**src/rtl/pwm_pulse_pkg.sv**
```systemverilog
// Shared types and defaults for the PWM pulse-train generator.
package pwm_pulse_pkg;

  localparam int unsigned RAM_WIDTH_DEFAULT = 32;

  typedef enum logic [1:0] {
    IDLE   = 2'd0,
    ACTIVE = 2'd1,
    GAP    = 2'd2,
    DONE   = 2'd3
  } state_e;

endpackage

```
**src/rtl/pwm_phase_counter.sv**
```systemverilog
// Loadable down-counter; tc is high while the count sits at zero.
module pwm_phase_counter #(
  parameter int unsigned WIDTH = 32
) (
  input  logic             clk,
  input  logic             rst,
  input  logic             load,
  input  logic [WIDTH-1:0] load_val,
  input  logic             dec,
  output logic             tc
);

  logic [WIDTH-1:0] cnt_q, cnt_d;

  always_comb begin
    cnt_d = cnt_q;
    if (load) begin
      cnt_d = load_val;
    end else if (dec && (cnt_q != '0)) begin
      cnt_d = cnt_q - WIDTH'(1);
    end
  end

  always_ff @(posedge clk) begin
    if (rst) begin
      cnt_q <= '0;
    end else begin
      cnt_q <= cnt_d;
    end
  end

  assign tc = (cnt_q == '0);

endmodule

```
**src/rtl/pwm_pulse_gen.sv**
```systemverilog
// Finite or continuous PWM pulse-train generator: N periods of W active
// cycles followed by U idle cycles, with completion strobe and busy flag.
module pwm_pulse_gen
  import pwm_pulse_pkg::*;
#(
  parameter int unsigned _RAM_WIDTH = RAM_WIDTH_DEFAULT
) (
  input  logic                  io_clk,
  input  logic                  io_rst,
  input  logic                  io_en,
  input  logic                  io_defaultLevel,
  input  logic [_RAM_WIDTH-1:0] io_pulseWidth,
  input  logic [_RAM_WIDTH-1:0] io_unaccessWidth,
  input  logic [_RAM_WIDTH-1:0] io_pusle_times,
  output logic                  io_pulseOut,
  output logic                  pulse_valid,
  output logic                  pulse_busy
);

  state_e                state_q, state_d;
  logic                  en_q;
  logic                  pulse_out_q, pulse_out_d;
  logic [_RAM_WIDTH-1:0] w_m1_q, w_m1_d;
  logic [_RAM_WIDTH-1:0] u_m1_q, u_m1_d;
  logic [_RAM_WIDTH-1:0] n_q, n_d;
  logic [_RAM_WIDTH-1:0] period_q, period_d;
  logic [_RAM_WIDTH-1:0] period_inc;
  logic [_RAM_WIDTH-1:0] ph_val;
  logic                  ph_load, ph_dec, ph_tc;
  logic                  start;

  // Phase lengths are stored minus one; a zero length behaves as one cycle.
  function automatic logic [_RAM_WIDTH-1:0] len_m1(input logic [_RAM_WIDTH-1:0] v);
    return (v == '0) ? '0 : v - _RAM_WIDTH'(1);
  endfunction

  pwm_phase_counter #(
    .WIDTH (_RAM_WIDTH)
  ) u_phase (
    .clk      (io_clk),
    .rst      (io_rst),
    .load     (ph_load),
    .load_val (ph_val),
    .dec      (ph_dec),
    .tc       (ph_tc)
  );

  assign start      = io_en & ~en_q & (state_q == IDLE);
  assign period_inc = (period_q == '1) ? period_q : period_q + _RAM_WIDTH'(1);

  always_comb begin
    state_d  = state_q;
    w_m1_d   = w_m1_q;
    u_m1_d   = u_m1_q;
    n_d      = n_q;
    period_d = period_q;
    ph_load  = 1'b0;
    ph_val   = w_m1_q;
    ph_dec   = 1'b0;

    unique case (state_q)
      IDLE: begin
        if (start) begin
          w_m1_d   = len_m1(io_pulseWidth);
          u_m1_d   = len_m1(io_unaccessWidth);
          n_d      = io_pusle_times;
          period_d = '0;
          ph_load  = 1'b1;
          ph_val   = len_m1(io_pulseWidth);
          state_d  = ACTIVE;
        end
      end
      ACTIVE: begin
        if (!io_en) begin
          state_d = IDLE;
        end else if (ph_tc) begin
          ph_load = 1'b1;
          ph_val  = u_m1_q;
          state_d = GAP;
        end else begin
          ph_dec = 1'b1;
        end
      end
      GAP: begin
        if (!io_en) begin
          state_d = IDLE;
        end else if (ph_tc) begin
          period_d = period_inc;
          if ((n_q != '0) && (period_inc == n_q)) begin
            state_d = DONE;
          end else begin
            ph_load = 1'b1;
            ph_val  = w_m1_q;
            state_d = ACTIVE;
          end
        end else begin
          ph_dec = 1'b1;
        end
      end
      DONE: begin
        state_d = IDLE;
      end
      default: begin
        state_d = IDLE;
      end
    endcase

    // Output is registered off the next state so it lines up with busy.
    pulse_out_d = (state_d == ACTIVE) ? ~io_defaultLevel : io_defaultLevel;
  end

  always_ff @(posedge io_clk) begin
    if (io_rst) begin
      state_q     <= IDLE;
      en_q        <= 1'b0;
      pulse_out_q <= io_defaultLevel;
      w_m1_q      <= '0;
      u_m1_q      <= '0;
      n_q         <= '0;
      period_q    <= '0;
    end else begin
      state_q     <= state_d;
      en_q        <= io_en;
      pulse_out_q <= pulse_out_d;
      w_m1_q      <= w_m1_d;
      u_m1_q      <= u_m1_d;
      n_q         <= n_d;
      period_q    <= period_d;
    end
  end

  assign io_pulseOut = pulse_out_q;
  assign pulse_valid = (state_q == DONE);
  assign pulse_busy  = (state_q == ACTIVE) || (state_q == GAP);

endmodule

```
**config.mk**
```make
export PLATFORM = sky130hd
export DESIGN_NAME = pwm_pulse_gen
export DESIGN_NICKNAME = d
export VERILOG_FILES = /design/src/rtl/pwm_pulse_pkg.sv /design/src/rtl/pwm_phase_counter.sv /design/src/rtl/pwm_pulse_gen.sv
export SDC_FILE = /design/constraint.sdc
export NUM_CORES = 1
export LEC_CHECK = 0
export ABC_AREA = 0
export BUFFER_PORTS_ARGS = -buffer_cell sky130_fd_sc_hd__buf_2
export CORE_ASPECT_RATIO = 0.5
export CORE_UTILIZATION = 55
export CTS_CLUSTER_DIAMETER = 80
export DETAILED_ROUTE_END_ITERATION = 6
export GPL_ROUTABILITY_DRIVEN = 1
export HOLD_SLACK_MARGIN = 0.05
export PLACE_DENSITY = 0.85
export SYNTH_ARGS = -nofsm -noshare
export SYNTH_HDL_FRONTEND = slang
export SYNTH_SLANG_ARGS = --single-unit
export TNS_END_PERCENT = 1
```
**constraint.sdc**
```tcl
create_clock -name io_clk -period 8.83 [get_ports io_clk]
set_input_delay 0.4415 -clock io_clk [delete_from_list [all_inputs] [get_ports io_clk]]
set_output_delay 0.4415 -clock io_clk [all_outputs]
set_load 0.005 [all_outputs]
```
==> impl_metrics.ini, run 1 <==
[synthesis]
netlist_area_um2 = 10220
postSynth.asyncResetShare_pct = 0
syn-num-nets = 1449
ys.flop_type = dfxtp_1
yosys.area_share.simple_pct = 28.77
synth_fa_ha_area_share_pct = 1.101
postSynthAreaPerCell_um2 = 7.630
synth_top_family_by_area = simple AND/OR/NAND/NOR gates
synth-seq-cells = 164
synth_compound_area_share_pct = 22.17
synth-xor-area-share_pct = 10.28
synthCells = 1340
synthMuxAreaShare_pct = 0.7342
synth-edff-count = 0
synth.distinct_cells = 71
yosysSeqAreaShare_pct = 32.11
synth-warning-count = 0

[grt]
grt_pass1_vias = 10009
grt_use_met2_pct = 55.42
use_met1_pct = 46.08
use_met3_pct = 5.373
antenna_found_initial = 1
grt_max_degree = 79
grt_usage_pct = 34.12
overflow = 0
grt.busiest_layer = met2
grt_pass1_wl_mm = 52.49

[route]
wl_per_cell_um = 20.00
firstDrtPassIters = 5
drt_wl_total_mm = 32.37
ant_nets = 0
vias = 10675
drt_iter0_drc = 1012
drc = 0
via_per_inst = 6.594

[pwr]
p_leak_nw = 3.987
p_int_mw = 1.302
power_frac_comb_pct = 15.2
ir_worst_vdd_mv = 0.1396
p_sw_share_pct = 30.24
power_density_nw_per_um2 = 165.2
pwr-share-clk_pct = 40.8
p_switching_uw = 564.5
power.total_mw = 1.867
p_seq_share_pct = 44.0

[setup_path]
critical_path_class = reg2reg
end_kind = register
critPathArrivalTime_ps = 6020
crit_chain = ha_1, inv_1, a221o_1, nor4_1, o2111a_1, o2111ai_1, or4b_1, o311ai_2, buf_4, nand2_1, mux2_2
slowest_stage = ha_1
crit_fanout = 32
cp.required_ps = 9150
critical-path-max-stage-delay_ps = 880
start_kind = register

[finish]
final_util_pct = 63.57
n_antenna_cell = 0
fillers = 1562
syn_to_final_growth_pct = 10.55
multi_input_area_um2 = 6467
drive_gt1_share_pct = 12.20
nets = 1481
design_area_um2 = 11300
final_cell_count_no_fill = 1619
regArea_um2 = 3283

[timing]
tns_ps = 0
worst_pin_slew_ps = 1239
fin_hold_ws_ps = 225.0
setup_viol = 0
final-max-slew-violation-count = 0
relSlewSlack_pct = 16.76
timing.final.crit_share_pct = 64.48
fmax_mhz = 175.6
finalClockSkew_ps = 17.33
setup_slack_ps = 3137
min_period_ps = 5693
hold_viol = 0
grt_setup_unrepaired = no

[cts]
cts-root-buf = clkbuf_16
clk_pin_slew_ps = 80
clk_path_buf_depth = 2
cts_hold_buf = 0
clk_latency_ps = 450
cts_tree = yes
cts.sinks = 164
cts_resized = 0
cts_setup_buffers = 0
cts_buffers = 17
htreeDepth = 4

[die]
placementRows = 34
coreArea_um2 = 17780
die_area_um2 = 19170
io-pin-count = 103
die-width_um = 194.8
fp.dieH_um = 98.41
start_util_pct = 57.50

[flow_run]
drv_cap = 0

[place]
placed_cells = 1587
io_buffers = 102
place_area_um2 = 10730
post-place-ws_ps = 3387
dp_hpwl_mm = 23.05
gp_congestion = 0.9653

[min_path]
hold_class = in2reg

[status]
status = completed
## cell families after synthesis
kind of cell,count (synthesis)
and+or+nand+nor,583
adders and majority gates,9
muxes,7
buffers and inverters,125
AOI/OAI and AO/OA,332
DFF,164
xor gates and xnor gates,120
## layout make-up
cell class | count | share of cell area [%]
multi-input combinational | 1051 | 57.22
sequential | 164 | 29.05
timing repair buffer | 111 | 5.136
clock buffer | 19 | 3.919
tap | 234 | 2.590
clock inverter | 13 | 1.195
inverter | 27 | 0.8966
## registers in the layout (all words and copies together), names as in the netlist
register	count
io_pulseOut	1
u_m1_q	32
u_phase.cnt_q	32
n_q	32
period_q	32
en_q	1
w_m1_q	32
state_q	2
## cell usage in the layout, fill, tap and decap left out, types with 7 or more instances in the layout
master and n:
nor2_1 111, nand2b_1 9, a211oi_1 15, a21oi_1 80, and4_1 15, nand3_1 24
o31ai_1 7, nand2_1 181, ha_1 9, or3_1 17, o21ai_0 57, a31oi_1 16
xor2_1 47, nor4_1 34, nor2b_1 12, clkbuf_16 17, nor3_1 38, buf_4 10
a22oi_1 53, buf_2 101, or2_2 8, nand4_1 28, inv_1 27, or4_1 19
and2_1 31, dfxtp_1 164, inv_6 7, a21boi_0 10, xnor2_1 73, and3_1 36
a311oi_1 39
## worst max-delay path: cells and delay by family (launching register included)
kind,cells,cell delay [ps]
AND/OR/NAND/NOR,3,1640
buffers and inverters,2,930
adder cells (fa/ha/maj),1,880
AO/OA/AOI/OAI,4,1060
multiplexers,1,560
flip-flops,1,480
## cells in the mapped netlist, drive strengths merged (10+ instances only)
cell	n	area (um2)
nand3	24	120.1
or4	21	165.2
a22oi	53	397.9
and3	36	225.2
nand2	181	679.4
xnor2	73	639.4
buf	22	107.6
nor3	40	205.2
dfxtp	164	3283
a211oi	15	112.6
a21oi	81	405.4
or3	17	106.4
inv	27	101.4
nand4	28	175.2
nor2	112	420.4
o21ai	57	285.3
or2	10	62.56
a21boi	10	75.07
and2	32	200.2
a31oi	16	100.1
nor4	35	219.0
nor2b	12	75.07
xor2	47	411.6
clkbuf	76	285.3
and4	15	131.4
a311oi	39	341.6
## path summary, 6_finish.rpt
path                                        start           endpoint  slack, ps  cells past startpoint
worst max-delay path                   state_q[1]  u_phase.cnt_q[11]       3140                     11
worst min-delay path            io_pusle_times[8]             n_q[8]        220                      3
worst max register to register         state_q[1]  u_phase.cnt_q[11]       3140                     11
worst min register to register         w_m1_q[31]         w_m1_q[31]        470                      2
## per-layer routing
metal / vias to the layer above / share of wire [%]
met4: 2 / 3.0
met3: 85 / 8.3
met2: 536 / 45
li1: 4961 / -
met1: 5091 / 44
met5: - / 0.040
## power groups by stage
stage | clock [mW] | sequential [mW] | combinational (mW)
final | 0.762 | 0.821 | 0.283
after global routing | 0.794 | 0.825 | 0.311
after floorplan | 0 | 0.822 | 0.192
after CTS | 0.764 | 0.820 | 0.278
after global placement | 0 | 0.835 | 0.267
after detailed placement | 0 | 0.836 | 0.276
(Power assumes the default switching activity.)
==> inputs of run 2 (changes only) <==
==> constraint.sdc (replaced) <==
create_clock -name io_clk -period 5.5 [get_ports io_clk]
set_input_delay 0.275 -clock io_clk [delete_from_list [all_inputs] [get_ports io_clk]]
set_output_delay 0.275 -clock io_clk [all_outputs]
set_load 0.005 [all_outputs]
==> run 2 against run 1 <==
Compared with the run above:
- highest routed layer is now met4
- wire length is 0.94% higher
- global-route usage increased by 0.48 points
- worst hold slack worse by 160 ps
- total power is 57% higher
- critical path depth stayed put
- flip-flop and latch count unchanged
- register-to-register slack got worse by 2600 ps
- non-clock buffer count is 5 higher
==> impl_metrics.ini, run 2 (synthesized netlist as in run 1, its figures left out) <==
[timing]
min_period_ps = 4996
hold_viol = 0
tns_ps = 0
relSlewSlack_pct = 17.77
fmax_mhz = 200.2
timing.final.crit_share_pct = 90.83
setup_viol = 0
setup_slack_ps = 504.4
finalClockSkew_ps = 18.21
final-max-slew-violation-count = 0
worst_pin_slew_ps = 1234
grt_setup_unrepaired = no

[die]
io-pin-count = 103
placementRows = 34
die_area_um2 = 19170
start_util_pct = 57.50
fp.dieH_um = 98.41
coreArea_um2 = 17780
die-width_um = 194.8

[setup_path]
crit_fanout = 23
end_kind = register
cp-startpoint = period_q[0]
critPathArrivalTime_ps = 5320
start_kind = register
rr_startpoint = period_q[0]
cp.required_ps = 5830
critical_path_class = reg2reg

[cts]
clk_latency_ps = 440
clk_path_buf_depth = 2
htreeDepth = 4
cts.sinks = 164
cts_buffers = 17
cts_tree = yes
clk_pin_slew_ps = 80
cts-root-buf = clkbuf_16
cts_setup_buffers = 0

[status]
status = completed

[place]
io_buffers = 102
gp_congestion = 1.012
dp_hpwl_mm = 22.87
post-place-ws_ps = 514.0

[route]
wl_met2_mm = 14.64
highest_layer = met4
via_per_inst = 6.543
wl_met1_mm = 14.17
drc = 0
vias = 10619
wl_per_cell_um = 20.13
firstDrtPassIters = 5
wl_met3_mm = 2.914
drt_wl_total_mm = 32.68
drt_iter0_drc = 1332
ant_nets = 0

[grt]
overflow = 0
grt_pass1_vias = 9934
grt_usage_pct = 34.60
grt_pass1_wl_mm = 53.02
antenna_found_initial = 0
grt_max_degree = 101

[pwr]
power_density_nw_per_um2 = 259.0
ir_worst_vdd_mv = 0.1869
p_leak_nw = 3.985

[finish]
n_antenna_cell = 0
nets = 1486
syn_to_final_growth_pct = 10.52
drive_gt1_share_pct = 12.31
final_common_cell = nand2_1
layout_common_cells = nand2_1, dfxtp_1, nor2_1

[min_path]
worstHoldStart = io_pusle_times[4]
hold_class = in2reg

[flow_run]
drv_cap = 0
-- run 2: what timing repair did --
item	4_1_cts	5_1_grt
hold buffers	0	0
gates resized for setup	0	1
setup endpoints to repair	0	5
hold endpoints to repair	0	0
-- run 2: per-stage QoR --
step / instance area (um2) / util, % / power (mW) / std cells / hold WS (ps)
2_1_floorplan: 10220 / - / 1.627 / 1340 / 403.2
3_3_place_gp: 10750 / 60.48 / 1.767 / 1592 / 443.5
3_5_place_dp: 10750 / 60.48 / 1.783 / 1592 / 458.7
4_1_cts: 11300 / 63.52 / 2.921 / 1623 / 59.76
5_1_grt: 11300 / 63.55 / 3.031 / 1623 / 68.67
6_report: 11300 / 63.55 / 2.927 / 1623 / 63.14
-- run 2: metal layers --
| metal | global-route usage, % | vias up |
|---|---|---|
| met3 | 4.962 | 88 |
| li1 | - | 4979 |
| met2 | 55.42 | 569 |
| met5 | 0 | - |
| met1 | 47.66 | 4983 |
| met4 | 12.90 | 0 |
-- run 2: final timing paths --
path	to	cells past startpoint	slack, ps
worst max-delay path	u_phase.cnt_q[30]	11	500
worst min-delay path	n_q[4]	3	60
worst max register to register	u_phase.cnt_q[30]	11	500
worst min register to register	w_m1_q[31]	2	470
-- run 2: final cells by class --
class | instances | area [um2]
tap | 234 | 292.8
multi-input combinational | 1051 | 6464
sequential | 164 | 3283
clock buffer | 20 | 446.7
timing repair buffer | 116 | 618.1
inverter | 27 | 101.3
clock inverter | 11 | 95.09
fill | 1534 | 6481
-- run 2: where the power goes --
part | internal (mW) | total (mW) | switching [mW]
clock | 0.600 | 1.15 | 0.555
sequential | 1.25 | 1.32 | 0.0654
combinational | 0.183 | 0.453 | 0.270
total | 2.04 | 2.93 | 0.890
-- run 2: critical path: stages (launching register included) --
cell,delay [ps]
dfxtp_1,450
ha_1,280
and4_1,320
nand2_1,360
a211oi_1,530
mux2_2,400
a2111oi_0,440
nand4_1,260
o311ai_2,480
nand2_1,630
buf_4,430
a311oi_1,280
==> inputs of run 3 (changes only) <==
--- a/config.mk
+++ b/config.mk
@@ -12,6 +12,7 @@
 export CTS_CLUSTER_DIAMETER = 80
 export DETAILED_ROUTE_END_ITERATION = 6
 export GPL_ROUTABILITY_DRIVEN = 1
+export GPL_TIMING_DRIVEN = 0
 export HOLD_SLACK_MARGIN = 0.05
 export PLACE_DENSITY = 0.85
 export SYNTH_ARGS = -nofsm -noshare
==> constraint.sdc (replaced) <==
create_clock -name io_clk -period 4.71 [get_ports io_clk]
set_input_delay 0.2355 -clock io_clk [delete_from_list [all_inputs] [get_ports io_clk]]
set_output_delay 0.2355 -clock io_clk [all_outputs]
set_load 0.005 [all_outputs]
==> run 3 against run 2 <==
Compared with the run above:
- register-to-register slack got worse by 360 ps
- non-clock buffer count increased by 113
- clock skew shrank 4.3 ps
- critical path type unchanged
- sequential power rose by 17%
- highest routed layer unchanged
- combinational power grew 30%
- die area is the same
==> impl_metrics.ini, run 3 (synthesized netlist as in run 1, its figures left out) <==
[grt]
grt_usage_pct = 38.27
grt_pass1_wl_mm = 57.60
grt_max_degree = 17
overflow = 0
antenna_found_initial = 1
grt_pass1_vias = 10979

[cts]
cts_tree = yes
clk_pin_slew_ps = 70
htreeDepth = 4
cts.sinks = 164
clk_path_buf_depth = 2
cts_setup_buffers = 0
cts-root-buf = clkbuf_16
cts_buffers = 17
clk_latency_ps = 440

[pwr]
power_density_nw_per_um2 = 300.9
ir_worst_vdd_mv = 0.2620
p_leak_nw = 4.247

[setup_path]
crit_family = simple AND/OR/NAND/NOR gates
end_kind = register
slowest_stage = or4_1
critical_path_class = reg2reg
start_kind = register
crit_buf_inv = 3
crit_fanout = 10
critPathArrivalTime_ps = 4870
critical-path-max-stage-delay_ps = 690
crit_chain = buf_2, and4_1, clkbuf_1, nand3_1, nor3_2, a2bb2oi_1, o311ai_0, or4_1, o311ai_4, nand2_1, buf_2, a211oi_1
cp_common_cell = buf_2
cp.required_ps = 5020

[timing]
relSlewSlack_pct = 26.44
worst_pin_slew_ps = 1095
setup_slack_ps = 144.4
final-max-slew-violation-count = 0
hold_viol = 0
setup_viol = 0
finalClockSkew_ps = 13.92
fmax_mhz = 219.0
min_period_ps = 4566
timing.final.crit_share_pct = 96.93
fin_hold_ws_ps = 54.77

[die]
coreArea_um2 = 17780
io-pin-count = 103
die-width_um = 194.8
placementRows = 34
die_area_um2 = 19170
start_util_pct = 57.50
fp.dieH_um = 98.41

[route]
highest_layer = met4
via_per_inst = 6.511
vias = 11309
wl_met2_mm = 16.10
wl_met3_mm = 3.931
drt_wl_total_mm = 36.45
wl_met1_mm = 14.94
wl_per_cell_um = 20.98
ant_nets = 0
drt_iter0_drc = 1228
drc = 0
firstDrtPassIters = 5

[status]
status = completed

[place]
dp_hpwl_mm = 26.51
post-place-ws_ps = 183.6
gp_congestion = 1.005
io_buffers = 102

[finish]
syn_to_final_growth_pct = 16.78
fillers = 1537
nets = 1599
n_antenna_cell = 0
final_common_cell = nand2_1
layout_common_cells = nand2_1, dfxtp_1, buf_2
drive_gt1_share_pct = 11.51

[flow_run]
drv_cap = 0

[min_path]
hold_class = in2reg
-- run 3: cell types whose count changed in the layout (fill, tap and decap cells not counted), sizes merged --
cell         previous run  this run
clkinvlp                2         0
dlygate4sd3             0        29
bufinv                  0         2
clkbuf                 20        94
inv                    32        35
buf                   116       124
-- run 3: path summary, 6_finish.rpt --
check,start,endpoint,slack (ps),cells after the start
hold / removal,io_pusle_times[0],n_q[0],50,3
setup / recovery,period_q[9],u_phase.cnt_q[22],140,12
setup reg to reg,period_q[9],u_phase.cnt_q[22],140,12
hold reg to reg,w_m1_q[31],w_m1_q[31],460,2
-- run 3: per-layer routing --
layer	vias up	track usage, %
li1	5197	-
met2	712	62.94
met4	0	17.69
met3	141	7.221
met1	5259	49.11
met5	-	0
-- run 3: stage by stage --
stage | power [mW] | utilization (%) | area (um2) | setup TNS (ps) | std cells
final | 3.593 | 67.15 | 11940 | 0 | 1737
after detailed placement | 2.113 | 62.02 | 11030 | 0 | 1676
after global placement | 2.092 | 62.02 | 11030 | 0 | 1676
after CTS | 3.557 | 66.97 | 11910 | 0 | 1737
after floorplan | 1.900 | - | 10220 | 0 | 1340
after global routing | 3.702 | 67.15 | 11940 | -17.12 | 1737
-- run 3: report_power, final --
group / switching [mW] / internal, mW
combinational: 0.352 / 0.238
sequential: 0.0761 / 1.46
clock: 0.662 / 0.799
-- run 3: worst reg2reg max path, cell delays in order (launching register included) --
cell	delay, ps
dfxtp_1	310
buf_2	200
and4_1	210
clkbuf_1	220
nand3_1	430
nor3_2	660
a2bb2oi_1	290
o311ai_0	250
or4_1	690
o311ai_4	380
nand2_1	210
buf_2	250
a211oi_1	350
-- run 3: what timing repair did --
action / 4_1_cts / 5_1_grt
gates resized for setup: 0 / 6
endpoints found under the setup margin: 0 / 33
hold buffers: 29 / 0
hold endpoints to repair: 29 / 0
-- run 3: area by class of cell --
type                            instances  area [um2]  area share [%]
Multi-Input combinational cell       1051        6479           54.26
Sequential cell                       164        3283           27.50
Timing Repair Buffer                  131       800.8           6.706
Clock buffer                           18       429.2           3.594
Buffer                                 98       392.9           3.290
Tap cell                              234       292.8           2.452
Clock inverter                         14       161.4           1.352
Inverter                               27       101.3          0.8488
